--- config.mk ---
export PLATFORM = sky130hd
export DESIGN_NAME = tlb_op_ctrl
export DESIGN_NICKNAME = d
export VERILOG_FILES = /design/src/rtl/tlb_op_ctrl.sv
export SDC_FILE = /design/constraint.sdc
export NUM_CORES = 1
export LEC_CHECK = 0
export CAP_MARGIN = 10
export CORE_MARGIN = 10
export CORE_UTILIZATION = 27
export CTS_CLUSTER_DIAMETER = 120
export DETAILED_ROUTE_END_ITERATION = 8
export PLACE_DENSITY_LB_ADDON = 0.15
export SLEW_MARGIN = 10
export SYNTH_ARGS = -nofsm -noshare
export SYNTH_HDL_FRONTEND = slang
export SYNTH_SLANG_ARGS = --single-unit
--- constraint.sdc ---
create_clock -name clk -period 1.65 [get_ports clk]
set_input_delay 0.33 -clock clk [delete_from_list [all_inputs] [get_ports clk]]
set_output_delay 0.33 -clock clk [all_outputs]
set_load 0.01 [all_outputs]
--- src/rtl/tlb_op_ctrl.sv ---
// Sequencer for the MIPS TLBP/TLBR/TLBWI/TLBWR instructions: stalls the pipeline,
// drives the TLB search/read/write ports, writes CP0 back and maintains CP0 Random.
module tlb_op_ctrl #(
    parameter int TLBNUM = 16,
    parameter int IDXW   = $clog2(TLBNUM)
) (
    input  logic            clk,
    input  logic            rst,
    input  logic            op_valid,
    input  logic [1:0]      op_type,
    output logic            op_ready,
    output logic            op_done,
    output logic            stall_o,
    output logic            flush_o,
    input  logic [31:0]     c0_index,
    input  logic [31:0]     c0_wired,
    input  logic            wired_we,
    output logic [31:0]     random_o,
    output logic            tlb_s_req,
    input  logic            tlb_s_found,
    input  logic [IDXW-1:0] tlb_s_index,
    output logic            tlb_r_req,
    output logic [IDXW-1:0] tlb_r_index,
    output logic            tlb_we,
    output logic [IDXW-1:0] tlb_w_index,
    output logic            cp0_index_we,
    output logic [31:0]     cp0_index_wdata,
    output logic            cp0_tlbr_we
);

    typedef enum logic [2:0] {
        IDLE, PROBE, PWB, READ, RWB, WRITE, FLUSH
    } state_t;

    localparam logic [1:0]      OP_TLBP  = 2'b00;
    localparam logic [1:0]      OP_TLBR  = 2'b01;
    localparam logic [1:0]      OP_TLBWR = 2'b11;
    localparam logic [IDXW-1:0] RND_MAX  = IDXW'(TLBNUM - 1);

    state_t          state;
    logic [IDXW-1:0] idx;
    logic [IDXW-1:0] rnd;
    logic [IDXW-1:0] wired;
    logic            unused_hi_bits;

    assign wired          = c0_wired[IDXW-1:0];
    assign unused_hi_bits = ^{c0_index[31:IDXW], c0_wired[31:IDXW]};

    assign op_ready    = (state == IDLE);
    assign stall_o     = (state != IDLE) || op_valid;
    assign tlb_r_index = idx;
    assign tlb_w_index = idx;
    assign random_o    = 32'(rnd);

    // Probe result is only meaningful in PWB, where the TLB presents found/index.
    always_comb begin
        cp0_index_wdata = 32'h0;
        if (state == PWB)
            cp0_index_wdata = tlb_s_found ? 32'(tlb_s_index) : 32'h8000_0000;
    end

    // Strobes are registered alongside the state, so each is high exactly in its state's cycle.
    always_ff @(posedge clk) begin
        if (rst) begin
            state        <= IDLE;
            idx          <= '0;
            op_done      <= 1'b0;
            flush_o      <= 1'b0;
            tlb_s_req    <= 1'b0;
            tlb_r_req    <= 1'b0;
            tlb_we       <= 1'b0;
            cp0_index_we <= 1'b0;
            cp0_tlbr_we  <= 1'b0;
        end else begin
            // NOTE: non-blocking assignments throughout; a default-low here lets each state raise only its own strobe.
            op_done      <= 1'b0;
            flush_o      <= 1'b0;
            tlb_s_req    <= 1'b0;
            tlb_r_req    <= 1'b0;
            tlb_we       <= 1'b0;
            cp0_index_we <= 1'b0;
            cp0_tlbr_we  <= 1'b0;
            case (state)
                IDLE: begin
                    if (op_valid) begin
                        idx <= (op_type == OP_TLBWR) ? rnd : c0_index[IDXW-1:0];
                        case (op_type)
                            OP_TLBP: begin
                                state     <= PROBE;
                                tlb_s_req <= 1'b1;
                            end
                            OP_TLBR: begin
                                state     <= READ;
                                tlb_r_req <= 1'b1;
                            end
                            default: begin
                                state  <= WRITE;
                                tlb_we <= 1'b1;
                            end
                        endcase
                    end
                end
                PROBE: begin
                    state        <= PWB;
                    cp0_index_we <= 1'b1;
                    op_done      <= 1'b1;
                end
                READ: begin
                    state       <= RWB;
                    cp0_tlbr_we <= 1'b1;
                    op_done     <= 1'b1;
                end
                WRITE: begin
                    state   <= FLUSH;
                    flush_o <= 1'b1;
                    op_done <= 1'b1;
                end
                default: state <= IDLE;
            endcase
        end
    end

    // Random wraps to the top once it reaches Wired; using <= also recovers if Wired moves above it.
    always_ff @(posedge clk) begin
        if (rst || wired_we || (wired >= RND_MAX) || (rnd <= wired))
            rnd <= RND_MAX;
        else
            rnd <= rnd - 1'b1;
    end

endmodule
==> flow_metrics.env <==
export IMPL_final_cell_mix="55 x conb_1, 37 x clkdlybuf4s50_1, 15 x dfxtp_1"
export IMPL_grt_pass1_wl_mm=4.968
export IMPL_fmax_ghz=0.5484
export IMPL_cts_root_buf="clkbuf_8"
export IMPL_dp_hpwl_mm=2.933
export IMPL_start_kind="flip-flop"
export IMPL_min_to="rnd[0]$_SDFF_PP1_"
export IMPL_start_util=0.2781
export IMPL_numPortBuffers=44
export IMPL_place_area_um2=1598
export IMPL_netlist_instances=152
export IMPL_numCtsBuffers=3
export IMPL_dpl_cell_count=248
export IMPL_top_layer="met4"
export IMPL_drt_wl_total_mm=3.400
export IMPL_p_comb_frac=0.286
export IMPL_critPathCaptureType="primary output"
export IMPL_final_setup_viol_count=5
export IMPL_drt_iter0_markers=30
export IMPL_clock_skew_ns=0.0009490
export IMPL_fp_coreArea_um2=4692
export IMPL_multiInputGateArea_um2=675.6
export IMPL_num_rows=25
export IMPL_p_per_area_nw_per_um2=686.7
export IMPL_period_minus_slack_ns=1.823
export IMPL_wl_met3_um=245
export IMPL_finalHoldViolations=0
export IMPL_crit_family="simple AND/OR/NAND/NOR gates"
export IMPL_met1_length_mm=1.305
export IMPL_drtPass1Iterations=4
export IMPL_drt_vias_per_instance=3.852
export IMPL_synth_compound_area_share=0.07766
export IMPL_syn_area_um2=1305
export IMPL_ys_warn_count=0
export IMPL_register_area_um2=364.1
export IMPL_peakVddDrop_mv=0.2151
export IMPL_switchingPower_uw=346.5
export IMPL_avgSynthCellArea_um2=8.586
export IMPL_clock_latency_ns=0.26
export IMPL_wl_per_cell_um=13.28
export IMPL_timing_rr_start="state[0]$_SDFFE_PP0P_"
export IMPL_layout_drive_gt1_share=0.1634
export IMPL_p_sw_frac=0.2948
export IMPL_arrival_ns=1.49
export IMPL_grtUsageTotal=0.07979
export IMPL_final_area_um2=1712
export IMPL_synth_simple_area_share=0.1985
export IMPL_p_leak_uw=0.0008150
export IMPL_synth_mux_area_fraction=0
export IMPL_fillers=487
export IMPL_synth_xor_area_frac=0.01342
export IMPL_grt_max_degree=11
export IMPL_grt_overflow_total=0
export IMPL_crit_buf_inv=3
export IMPL_met2_wirelength_mm=1.794
export IMPL_vias=986
export IMPL_ys_ff_latch=18
export IMPL_ant_nets=0
export IMPL_grt_pass1_vias=1065
export IMPL_nets=283
export IMPL_slew_violations=0
export IMPL_die_w_um=89.52
export IMPL_synth_edf_count=0
export IMPL_synth_ff_type="dfxtp_1"
export IMPL_crit_path_max_fanout=2
export IMPL_area_growth_pct=31.16
export IMPL_holdPathStages=1
export IMPL_drc=0
export IMPL_p_int_uw=828.9
export IMPL_die_y_um=89.52
export IMPL_clkSlewWorstSetupHoldPaths_ns=0.07
export IMPL_synth_top_family_by_area="buffers and inverters"
export IMPL_violations="setup timing"
export IMPL_stdcell_count=256
export IMPL_htreeDepth=1
export IMPL_seq_area_frac_synth=0.2761
export IMPL_cts_tree="yes"
export IMPL_hp_class="reg -> reg"
export IMPL_slowest_delay_ns=0.33
export IMPL_gp_congestion=0.6687
export IMPL_grt_antenna_before_repair=0
export IMPL_p_seq_frac=0.401
export IMPL_cts_sinks=18
export IMPL_layout_commonest_cell="conb_1"
export IMPL_clock_power_share=0.313
export IMPL_setup_ws_ns=-0.1734
export IMPL_timing_max_cap_violations=0
export IMPL_cpMaxStageDelayCell="dfxtp_2"
export IMPL_worstSetupPathType="reg -> out"
export IMPL_clockBufferDepth=2
export IMPL_ios=156
export IMPL_period_share=1.105
export IMPL_reg2reg_setup_slack_ns=0.24
export IMPL_required_ns=1.32
export IMPL_tns_ns=-0.4789
export IMPL_hold_buffers=0
export IMPL_synth_adder_area_share=0.04794
export IMPL_num_antenna_cells=0
export IMPL_crit_chain="or2b_1, nor3b_2, buf_4, buf_6, and2_4, buf_6"
export IMPL_synthArstFlopShare=0
export IMPL_rsz0062_at_grt="yes"
export IMPL_yosysUniqueCellTypes=31
export IMPL_worstHoldStart="rnd[0]$_SDFF_PP1_"
export IMPL_cpMostUsedCell="buf_6"
export IMPL_r2r_cells=6
export IMPL_timing_rr_end="tlb_r_index[1]$_SDFFE_PP0P_"
export IMPL_die_area_um2=8014
export IMPL_status="finished with violations"
[layer usage]
layer / up-vias / GRT usage
met4: 0 / 0.04046
li1: 489 / -
met1: 442 / 0.07933
met2: 50 / 0.1472
met3: 5 / 0.02279
met5: - / 0
[state kept, by name, indices dropped and copies added, names as in the netlist]
signal	cells
tlb_r_req	1
op_done	1
tlb_we	1
flush_o	1
cp0_index_we	1
tlb_r_index	4
tlb_s_req	1
cp0_tlbr_we	1
rnd	4
state	3
[how the worst max path moves through the flow]
stage / startpoint / end / slack [ns] / cells after the start
after floorplan: state[1]$_SDFFE_PP0P_ / cp0_index_wdata[0] / 0.17 / 4
after global placement: tlb_s_found / cp0_index_wdata[3] / -0.46 / 4
after detailed placement: tlb_s_found / cp0_index_wdata[3] / -0.52 / 4
after CTS: state[1]$_SDFFE_PP0P_ / cp0_index_wdata[3] / -0.17 / 6
after global routing: state[1]$_SDFFE_PP0P_ / cp0_index_wdata[3] / -0.27 / 6
final: state[1]$_SDFFE_PP0P_ / cp0_index_wdata[3] / -0.17 / 6
[Yosys cell counts, types with 2 or more instances]
library cell,instances,area share
nand4_1,2,0.0096
buf_6,2,0.017
nand2b_1,2,0.0096
xnor2_1,2,0.013
nor3b_1,3,0.017
nor3_1,6,0.023
nand3_1,4,0.015
dfxtp_1,18,0.28
a21oi_1,2,0.0077
buf_4,59,0.34
nand2_1,6,0.017
and2_1,5,0.024
ha_1,5,0.048
inv_1,6,0.017
o211ai_1,4,0.023
nor2_1,7,0.020
a311oi_1,4,0.027
clkbuf_1,2,0.0058
[layout make-up]
cell class                      count  share of cell area
Clock buffer                        4             0.03216
Inverter                            6             0.01316
Multi-Input combinational cell    118              0.3947
Sequential cell                    18              0.2127
Tap cell                           54             0.03947
Timing Repair Buffer               56              0.3077
[cells by family after synthesis]
family | count (synthesis)
compound gates | 13
fa+ha+maj | 5
buf+inv | 70
simple gates | 43
other cells | 1
xor+xnor | 2
flops | 18
[power groups by stage]
stage	logic, µW	registers (µW)	clock network, µW
2_1_floorplan	269	487	0
3_3_place_gp	319	481	0
3_5_place_dp	321	481	0
4_1_cts	321	472	376
5_1_grt	368	474	398
6_report	336	471	368
[timing repair]
item | 4_1_cts | 5_1_grt
gates resized for setup | 27 | 10
pin swaps | 3 | 2
setup buffers | 3 | 1
endpoints found under the setup margin | 7 | 7
[through the flow]
stage               power (µW)  hold WS [ns]  setup WS [ns]  utilization
floorplan                756.4        0.4083         0.1705            -
global placement         799.6        0.4772        -0.4627       0.3405
detailed placement       802.0        0.4829        -0.5235       0.3405
CTS                       1169        0.5000        -0.1741       0.3555
global route              1240        0.5297        -0.2692       0.3648
finish                    1175        0.4895        -0.1734       0.3648
No activity file was read; power rests on OpenSTA's default activity.
